$ cat src/rtl/instr_fetch_if.sv
// rtl/instr_fetch_if.sv - fetch-side bus: instruction memory read port plus instruction-register load port
//
// Signals:
//   mem_addr    fetch -> mem  read address, valid while mem_rd_en=1
//   mem_rd_en   fetch -> mem  one-cycle read request
//   mem_rdata   mem -> fetch  read data, valid while mem_valid=1
//   mem_valid   mem -> fetch  read response strobe
//   ir_write_en fetch -> IR   one-cycle load strobe
//   ir_data     fetch -> IR   fetched word, held until the next successful fetch
// Modports: master = fetch sequencer, slave = memory / instruction register side.
interface instr_fetch_if #(
  parameter int N  = 18,
  parameter int AW = 12
);
  logic [AW-1:0] mem_addr;
  logic          mem_rd_en;
  logic [N-1:0]  mem_rdata;
  logic          mem_valid;
  logic          ir_write_en;
  logic [N-1:0]  ir_data;

  modport master (
    output mem_addr, mem_rd_en, ir_write_en, ir_data,
    input  mem_rdata, mem_valid
  );

  modport slave (
    input  mem_addr, mem_rd_en, ir_write_en, ir_data,
    output mem_rdata, mem_valid
  );
endinterface

$ cat src/rtl/instr_fetch.sv
// rtl/instr_fetch.sv - instruction fetch sequencer: PC, single-word memory read, IR load strobe
//
// Ports:
//   clk          rising-edge clock
//   rstn         asynchronous active-low reset
//   start        request one fetch (sampled in IDLE only)
//   pc_load_en   load pc from pc_load_val (IDLE only; the same-edge fetch uses the new value)
//   pc_load_val  jump target
//   bus          instr_fetch_if.master: memory read port and IR load port
//   pc           current program counter
//   busy         high whenever the sequencer is not IDLE
//   done         one-cycle pulse together with ir_write_en
//   fetch_err    one-cycle pulse when the memory fails to answer within TIMEOUT wait cycles
module instr_fetch #(
  parameter int            N        = 18,
  parameter int            AW       = 12,
  parameter logic [AW-1:0] RESET_PC = '0,
  parameter int            TIMEOUT  = 15
) (
  input  logic          clk,
  input  logic          rstn,
  input  logic          start,
  input  logic          pc_load_en,
  input  logic [AW-1:0] pc_load_val,
  instr_fetch_if.master bus,
  output logic [AW-1:0] pc,
  output logic          busy,
  output logic          done,
  output logic          fetch_err
);

  typedef enum logic [1:0] {
    IDLE = 2'd0,
    ADDR = 2'd1,
    WAIT = 2'd2,
    LOAD = 2'd3
  } state_t;

  // Wait-cycle count at which the fetch gives up: the TIMEOUT-th WAIT cycle
  // without mem_valid is the last one.
  localparam logic [7:0] WAIT_LAST = 8'(TIMEOUT - 1);

  state_t        state;
  logic [7:0]    wait_cnt;
  logic [AW-1:0] fetch_pc;

  // A jump and a start on the same edge fetch from the jump target.
  assign fetch_pc = pc_load_en ? pc_load_val : pc;

  assign busy = (state != IDLE);

  always_ff @(posedge clk or negedge rstn) begin
    if (!rstn) begin
      state           <= IDLE;
      pc              <= RESET_PC;
      wait_cnt        <= '0;
      bus.ir_data     <= '0;
      bus.mem_addr    <= '0;
      bus.mem_rd_en   <= 1'b0;
      bus.ir_write_en <= 1'b0;
      done            <= 1'b0;
      fetch_err       <= 1'b0;
    end else begin
      // Strobes are single-cycle: default low, raised on entry to their state.
      bus.mem_addr    <= '0;
      bus.mem_rd_en   <= 1'b0;
      bus.ir_write_en <= 1'b0;
      done            <= 1'b0;
      fetch_err       <= 1'b0;

      case (state)
        IDLE: begin
          if (pc_load_en) begin
            pc <= pc_load_val;
          end
          if (start) begin
            state         <= ADDR;
            bus.mem_rd_en <= 1'b1;
            bus.mem_addr  <= fetch_pc;
          end
        end

        ADDR: begin
          state    <= WAIT;
          wait_cnt <= '0;
        end

        WAIT: begin
          // A response on the cycle the timeout would fire still counts.
          if (bus.mem_valid) begin
            bus.ir_data     <= bus.mem_rdata;
            bus.ir_write_en <= 1'b1;
            done            <= 1'b1;
            state           <= LOAD;
          end else if (wait_cnt == WAIT_LAST) begin
            fetch_err <= 1'b1;
            state     <= IDLE;
          end else begin
            wait_cnt <= wait_cnt + 8'd1;
          end
        end

        LOAD: begin
          pc    <= pc + AW'(1);
          state <= IDLE;
        end

        default: state <= IDLE;
      endcase
    end
  end

endmodule
$ cat src/flat_wrapper.sv
// flat-port wrapper written by rule: the top's interface ports become plain ports
module instr_fetch_flat 
#(
  parameter int            N        = 18,
  parameter int            AW       = 12,
  parameter logic [AW-1:0] RESET_PC = '0,
  parameter int            TIMEOUT  = 15
)
  (clk, rstn, start, pc_load_en, pc_load_val, pc, busy, done, fetch_err, bus_mem_addr, bus_mem_rd_en, bus_ir_write_en, bus_ir_data, bus_mem_rdata, bus_mem_valid);
  instr_fetch_if #(.N(N), .AW(AW)) bus_i ();
  input  logic clk;
  input  logic rstn;
  input  logic start;
  input  logic pc_load_en;
  input  logic [AW-1:0] pc_load_val;
  output logic [AW-1:0] pc;
  output logic busy;
  output logic done;
  output logic fetch_err;
  output wire logic [$bits(bus_i.mem_addr)-1:0] bus_mem_addr;
  output wire logic [$bits(bus_i.mem_rd_en)-1:0] bus_mem_rd_en;
  output wire logic [$bits(bus_i.ir_write_en)-1:0] bus_ir_write_en;
  output wire logic [$bits(bus_i.ir_data)-1:0] bus_ir_data;
  input wire logic [$bits(bus_i.mem_rdata)-1:0] bus_mem_rdata;
  input wire logic [$bits(bus_i.mem_valid)-1:0] bus_mem_valid;
  assign bus_mem_addr = bus_i.mem_addr;
  assign bus_mem_rd_en = bus_i.mem_rd_en;
  assign bus_ir_write_en = bus_i.ir_write_en;
  assign bus_ir_data = bus_i.ir_data;
  assign bus_i.mem_rdata = bus_mem_rdata;
  assign bus_i.mem_valid = bus_mem_valid;
  instr_fetch #(.N(N), .AW(AW), .RESET_PC(RESET_PC), .TIMEOUT(TIMEOUT)) u_core (.clk(clk), .rstn(rstn), .start(start), .pc_load_en(pc_load_en), .pc_load_val(pc_load_val), .bus(bus_i), .pc(pc), .busy(busy), .done(done), .fetch_err(fetch_err));
endmodule
$ cat config.mk
export PLATFORM = sky130hd
export DESIGN_NAME = instr_fetch_flat
export DESIGN_NICKNAME = d
export VERILOG_FILES = /design/src/rtl/instr_fetch_if.sv /design/src/rtl/instr_fetch.sv /design/src/flat_wrapper.sv
export SDC_FILE = /design/constraint.sdc
export NUM_CORES = 1
export LEC_CHECK = 0
export ABC_AREA = 1
export CORE_MARGIN = 2
export CORE_UTILIZATION = 30
export CTS_BUF_LIST = sky130_fd_sc_hd__clkbuf_8
export CTS_CLUSTER_DIAMETER = 30
export DETAILED_ROUTE_END_ITERATION = 6
export PLACE_DENSITY = 0.59
export SYNTH_ARGS = -nofsm -noshare
export SYNTH_HDL_FRONTEND = slang
export SYNTH_SLANG_ARGS = --single-unit
export TNS_END_PERCENT = 10
$ cat constraint.sdc
create_clock -name clk -period 2.1 [get_ports clk]
set_clock_uncertainty 0.1 [all_clocks]
set_input_delay 0.42 -clock clk [delete_from_list [all_inputs] [get_ports clk]]
set_output_delay 0.42 -clock clk [all_outputs]
set_load 0.02 [all_outputs]
==> impl_summary.log, run 1 <==
[metrics] result of the run: finished, final reports clean
[metrics] full die area: 10200 um2
[metrics] Post CTS Setup Buffer Count: 0
[metrics] max_slew headroom: 66.9%
[metrics] number of ports placed on the die boundary: 82
[metrics] number of DRC markers after the initial detailed-route iteration: 56
[metrics] antenna diode count: 0
[metrics] drt drc: 0
[metrics] via count of the first global-routing pass: 2458
[metrics] number of antenna violations at the first check in global routing: 0
[metrics] Largest stage delay, worst path: 670 ps
[metrics] achievable clock frequency: 0.496 GHz
[metrics] Total Routed Length: 7050 um
[metrics] maximum number of buffers from clock root to sink: 2
[metrics] Total Power Consumption: 0.00513 W
[metrics] Area after DPL: 3760 um2
[metrics] ordered list of cells on the worst path: clkdlybuf4s50_1
[metrics] die width: 101 um
[metrics] count of vias placed by the detailed router: 2549
[metrics] GRT Residual Overflow: 0
[metrics] critical path's slowest cell: sky130_fd_sc_hd__clkdlybuf4s50_1
[metrics] register area share after synthesis: 48.6%
[metrics] first-pass GRT wire length: 11500 um
[metrics] CP Buf/Inv Count: 1
[metrics] number of distinct library cells after synthesis: 30
[metrics] startpoint kind of the worst setup timing path: register
[metrics] most common flop cell mapped by yosys: sky130_fd_sc_hd__dfrtp_1
[metrics] Data required, critical path: 1580 ps
[metrics] r2r startpoint: u_core.state[0]
[metrics] Worst EP arrival: 1490 ps
[metrics] worst reg-to-reg path cell count: 8
[metrics] Synth Cell Area: 2830 um2
[metrics] Core Footprint: 9200 um2
[metrics] crit path capture type: output pin
[metrics] Min Hold Slack: 388 ps
[metrics] layout overhead on the synthesized area: 37.3%
[metrics] max-capacitance violation count: 0
[metrics] start point of the critical path: u_core.pc[4]
[metrics] TritonCTS clock tree: yes
[metrics] number of cells in the finished layout apart from fillers: 564
[metrics] cell class contributing the biggest share of worst-path delay: buffers and inverters
[metrics] WL per Instance: 12.5 um
[metrics] RSZ-0062 raised after global routing: false
[metrics] maximum net fanout on the critical path: 7
[metrics] warnings from Yosys: 0
[metrics] FF+latch area: 1380 um2
[metrics] Nets: 494
[metrics] combined area of the multi-input logic cells: 1220 um2
[metrics] Final period util: 95.9%
[metrics] global placer's final weighted congestion: 0.827
[metrics] number of flops mapped to enable cells by yosys: 0
[metrics] peak supply drop: 564 uV
[metrics] Pre-Repair DR Iteration Count: 4
[metrics] FILL cells: 954
[metrics] clock latency of the later-clocked register in the worst-skew pair: 300 ps
[metrics] clk slew on worst S/H paths: 100 ps
[metrics] most frequent cells in the layout: 141 x sky130_fd_sc_hd__nand2_1, 79 x sky130_fd_sc_hd__clkdlybuf4s50_1, 55 x sky130_fd_sc_hd__dfrtp_1
[metrics] CTS buffer count: 5
[metrics] most common cell after layout, fill and taps aside: sky130_fd_sc_hd__nand2_1
[metrics] total count of max-transition violations in the final report: 0
[metrics] clock tree root buffer cell: sky130_fd_sc_hd__clkbuf_8
[metrics] FP Rows: 35
[metrics] Slew @ Worst Pin: 495 ps
[metrics] final worst path period need: 2010 ps
[metrics] setup TNS: 0 ps
[metrics] Die Ht: 101 um
[metrics] worst hold path cell count: 2
[metrics] total stage count of the critical path: 1
[metrics] TritonCTS sink count: 55
[metrics] flip-flop and latch count after synthesis: 55
[metrics] source of the worst hold timing path: u_core.bus.ir_data[4]
[metrics] classification of the worst-slack hold path: register to register
[metrics] static leakage: 1.96 nW
[metrics] initial core utilization: 30.8%
[metrics] Crit Path Category: register to output pin
[metrics] fraction of layout instances using a drive strength above 1: 6.18%
[metrics] Post-DP HPWL: 5290 um
[metrics] final setup vio count: 0
[metrics] count of input and output buffers: 81
[metrics] H-Tree Level Count: 2
[metrics] Final Instance Area: 3890 um2
[metrics] # placed instances: 555
[metrics] number of antenna-violating nets in the routed design: 0
[metrics] mean cell area of the mapped netlist: 7.66 um2
[metrics] final count of hold timing violations: 0
[metrics] async set or reset register ratio after synthesis: 100%
[metrics] Mapped Nets: 412
[metrics] overall track demand over capacity in global routing: 14.0%
[metrics] synthesized instance count: 370
[metrics] Vias/cell: 4.52
[metrics] pin count of the biggest net entering global routing: 25
[metrics] power per standard cell area: 1320 nW/um2
what timing repair did:
action                                 4_1_cts  5_1_grt
gates resized for setup                      1        0
hold buffers                                 1        0
setup endpoints to repair                    1        0
endpoints found under the hold margin       18        0
flip-flops by register name (all words and copies together), names as in the netlist:
name                    cells
u_core.bus.ir_data         18
u_core.bus.ir_write_en      1
u_core.bus.mem_addr        12
u_core.bus.mem_rd_en        1
u_core.fetch_err            1
u_core.pc                  12
u_core.state                2
u_core.wait_cnt             8
per-stage QoR:
stage / worst slack (ps) / util (%)
floorplan: 558 / -
finish: 85.8 / 42.3
global placement: 229 / 40.9
detailed placement: 184 / 40.9
CTS: 93.5 / 42.3
global route: 9.68 / 42.3
power by group:
part           total (W)  switching [W]  internal, W
Combinational    0.00262        0.00152      0.00110
Clock           0.000739       0.000346     0.000393
Sequential       0.00177       0.000336      0.00143
Total            0.00513        0.00221      0.00292
Yosys cell counts, types with 2 or more instances:
master / instances / share of area, %
sky130_fd_sc_hd__buf_4: 2 / 0.53
sky130_fd_sc_hd__xor2_1: 4 / 1.2
sky130_fd_sc_hd__o21ai_0: 7 / 1.2
sky130_fd_sc_hd__nand2_2: 3 / 0.66
sky130_fd_sc_hd__dfrtp_1: 55 / 49
sky130_fd_sc_hd__nand3_1: 27 / 4.8
sky130_fd_sc_hd__o21ai_1: 7 / 1.2
sky130_fd_sc_hd__o211ai_1: 3 / 0.79
sky130_fd_sc_hd__clkbuf_1: 4 / 0.53
sky130_fd_sc_hd__nor2_1: 32 / 4.2
sky130_fd_sc_hd__nand4_1: 3 / 0.66
sky130_fd_sc_hd__a21oi_1: 12 / 2.1
sky130_fd_sc_hd__buf_2: 6 / 1.1
sky130_fd_sc_hd__o21a_1: 4 / 1.1
sky130_fd_sc_hd__inv_1: 38 / 5.0
sky130_fd_sc_hd__buf_6: 2 / 0.79
sky130_fd_sc_hd__nor2_2: 2 / 0.44
sky130_fd_sc_hd__nand2_1: 141 / 19
sky130_fd_sc_hd__ha_1: 7 / 3.1
routing by layer:
metal | GRT usage (%) | part of all wire (%) | up-vias
li1 | - | - | 1309
met1 | 18.2 | 47 | 1187
met2 | 24.2 | 50 | 51
met3 | 2.14 | 3.2 | 2
met4 | 4.05 | 0.43 | 0
met5 | 0 | 0 | -
path summary, 6_finish.rpt:
path	to	slack, ps
max	pc[4]	90
min	u_core.bus.ir_data[4]	390
max reg2reg	u_core.wait_cnt[4]	310
min reg2reg	u_core.bus.ir_data[4]	390
max in group asynchronous	u_core.bus.ir_data[13]	760
min in group asynchronous	u_core.bus.mem_addr[0]	500
cell type report:
type | count | area share (%)
sequential | 55 | 35.4
multi-input combinational | 261 | 31.4
timing repair buffer | 89 | 22.6
inverter | 40 | 3.89
tap | 111 | 3.57
clock buffer | 6 | 2.12
clock inverter | 2 | 0.997
logic make-up (layout without fill, tap and decap cells):
| logic type | Yosys count | in the layout | share of synthesized area (%) |
|---|---|---|---|
| AOI/OAI and AO/OA | 35 | 35 | 7.28 |
| adders and majority gates | 7 | 7 | 3.09 |
| DFF | 55 | 55 | 48.6 |
| xor gates and xnor gates | 4 | 4 | 1.24 |
| buffers and inverters | 54 | 137 | 8.26 |
| and+or+nand+nor | 215 | 215 | 31.6 |
Power figures use the tool's default switching activity.
==> run 2, diff against run 1 <==
--- a/config.mk
+++ b/config.mk
@@ -12,6 +12,7 @@
 export CTS_CLUSTER_DIAMETER = 30
 export DETAILED_ROUTE_END_ITERATION = 6
 export PLACE_DENSITY = 0.59
+export SKIP_CTS_REPAIR_TIMING = 1
 export SYNTH_ARGS = -nofsm -noshare
 export SYNTH_HDL_FRONTEND = slang
 export SYNTH_SLANG_ARGS = --single-unit
==> impl_summary.log, run 2 (same netlist as run 1, synthesis figures left out) <==
[metrics] result of the run: finished, final reports clean
[metrics] final count of hold timing violations: 0
[metrics] clock latency of the later-clocked register in the worst-skew pair: 300 ps
[metrics] flip-flop count of the largest register after layout: 18
[metrics] crit path capture type: output pin
[metrics] Crit Reg-Reg Endpoint: u_core.wait_cnt[4]
[metrics] total count of max-transition violations in the final report: 0
[metrics] pin count of the biggest net entering global routing: 25
[metrics] Data required, critical path: 1580 ps
[metrics] ordered list of cells on the worst path: clkdlybuf4s50_1
[metrics] classification of the worst-slack hold path: register to register
[metrics] worst hold path cell count: 2
[metrics] Vias/cell: 4.52
[metrics] number of antenna violations at the first check in global routing: 0
[metrics] Slew @ Worst Pin: 495 ps
[metrics] clock tree root buffer cell: sky130_fd_sc_hd__clkbuf_8
[metrics] count of vias placed by the detailed router: 2547
[metrics] max-capacitance violation count: 0
[metrics] FILL cells: 954
[metrics] worst reg-to-reg path cell count: 8
[metrics] Worst EP arrival: 1490 ps
[metrics] Largest stage delay, worst path: 670 ps
[metrics] RSZ-0062 raised after global routing: false
[metrics] worst-case register-to-register setup slack: 310 ps
[metrics] FP Rows: 35
[metrics] CP Buf/Inv Count: 1
[metrics] via count of the first global-routing pass: 2458
[metrics] source of the worst hold timing path: u_core.bus.ir_data[4]
[metrics] die width: 101 um
[metrics] FF+latch area: 1380 um2
[metrics] cell class contributing the biggest share of worst-path delay: buffers and inverters
[metrics] startpoint kind of the worst setup timing path: register
[metrics] Total Power Consumption: 0.00513 W
[metrics] critical path's slowest cell: sky130_fd_sc_hd__clkdlybuf4s50_1
[metrics] Pre-Repair DR Iteration Count: 4
[metrics] Total Routed Length: 7060 um
[metrics] number of DRC markers after the initial detailed-route iteration: 56
[metrics] post-route setup slack: 85.8 ps
[metrics] most common cell after layout, fill and taps aside: sky130_fd_sc_hd__nand2_1
[metrics] power per standard cell area: 1320 nW/um2
[metrics] full die area: 10200 um2
[metrics] internal portion of total power: 0.00293 W
[metrics] TritonCTS clock tree: yes
[metrics] clock group share of total power: 14.4%
[metrics] CTS buffer count: 5
[metrics] global placer's final weighted congestion: 0.827
[metrics] static leakage: 1.96 nW
[metrics] initial core utilization: 30.8%
[metrics] H-Tree Level Count: 2
[metrics] r2r startpoint: u_core.state[0]
[metrics] most frequent cells in the layout: 141 x sky130_fd_sc_hd__nand2_1, 79 x sky130_fd_sc_hd__clkdlybuf4s50_1, 55 x sky130_fd_sc_hd__dfrtp_1
[metrics] final setup vio count: 0
[metrics] endpoint of the worst hold path: u_core.bus.ir_data[4]
[metrics] first-pass GRT wire length: 11500 um
[metrics] antenna diode count: 0
[metrics] fraction of layout instances using a drive strength above 1: 6.18%
[metrics] switching share of power: 43.0%
[metrics] max_slew headroom: 66.9%
[metrics] TritonCTS sink count: 55
[metrics] number of ports placed on the die boundary: 82
[metrics] Post-DP HPWL: 5290 um
[metrics] peak supply drop: 564 uV
[metrics] largest registers: u_core.bus.ir_data (18), u_core.bus.mem_addr (12), u_core.pc (12)
[metrics] combined area of the multi-input logic cells: 1220 um2
[metrics] Crit Path Category: register to output pin
[metrics] number of antenna-violating nets in the routed design: 0
[metrics] Final period util: 95.9%
[metrics] GRT Residual Overflow: 0
[metrics] share of total power in sequential cells: 34.4%
[metrics] clk slew on worst S/H paths: 100 ps
[metrics] maximum number of buffers from clock root to sink: 2
[metrics] Core Footprint: 9200 um2
[metrics] net switching power figure: 0.00221 W
[metrics] final worst path period need: 2010 ps
[metrics] count of input and output buffers: 81
[metrics] achievable clock frequency: 0.496 GHz
[metrics] WL per Instance: 12.5 um
[metrics] overall track demand over capacity in global routing: 14.0%
[metrics] drt drc: 0
[metrics] maximum net fanout on the critical path: 7
[metrics] Comb power frac: 51.2%
[metrics] Die Ht: 101 um
[metrics] layout overhead on the synthesized area: 37.4%
[metrics] pre-CTS WS: 184 ps
[metrics] Nets: 494
[metrics] register name with the most flops: u_core.bus.ir_data
==> run 2: power by group through the flow <==
stage                     Clock (W)  Combinational [W]  Sequential [W]
after global placement            0            0.00262         0.00177
after CTS                  0.000770            0.00267         0.00177
after detailed placement          0            0.00267         0.00178
after global routing       0.000808            0.00292         0.00182
final                      0.000738            0.00263         0.00177
after floorplan                   0            0.00120         0.00212
==> run 2: layout make-up <==
class                   instances  area share [%]
flip-flops and latches         55            35.3
repair buffers                 89            22.7
clock buffers                   6            2.12
clock inverters                 2           0.996
well taps                     111            3.57
inverters                      40            3.89
multi-input cells             261            31.4
==> run 2: worst max path at each step <==
stage | from | slack, ps | cells past startpoint | endpoint
after global routing | u_core.pc[4] | 50 | 1 | pc[4]
after floorplan | u_core.state[0] | 560 | 7 | u_core.pc[3]
after global placement | u_core.state[0] | 230 | 4 | busy
final | u_core.pc[4] | 90 | 1 | pc[4]
after CTS | u_core.state[0] | -170 | 4 | busy
after detailed placement | u_core.state[0] | 180 | 4 | busy
==> run 2: per-stage QoR <==
step	TNS (ps)	instance area (um2)	instances	utilization, %	hold slack, ps
2_1_floorplan	0	2830	370	-	24.4
3_3_place_gp	0	3760	555	40.9	298
3_5_place_dp	0	3760	555	40.9	304
4_1_cts	-165	3880	563	42.2	-34.2
5_1_grt	0	3890	564	42.4	415
6_report	0	3890	564	42.4	388
==> run 2: metal layers <==
| metal | up-vias | wire length [um] | track usage [%] |
|---|---|---|---|
| li1 | 1309 | - | - |
| met4 | 0 | 30 | 4.05 |
| met3 | 2 | 218 | 2.21 |
| met2 | 51 | 3510 | 24.2 |
| met1 | 1185 | 3290 | 18.1 |
| met5 | - | 0 | 0 |
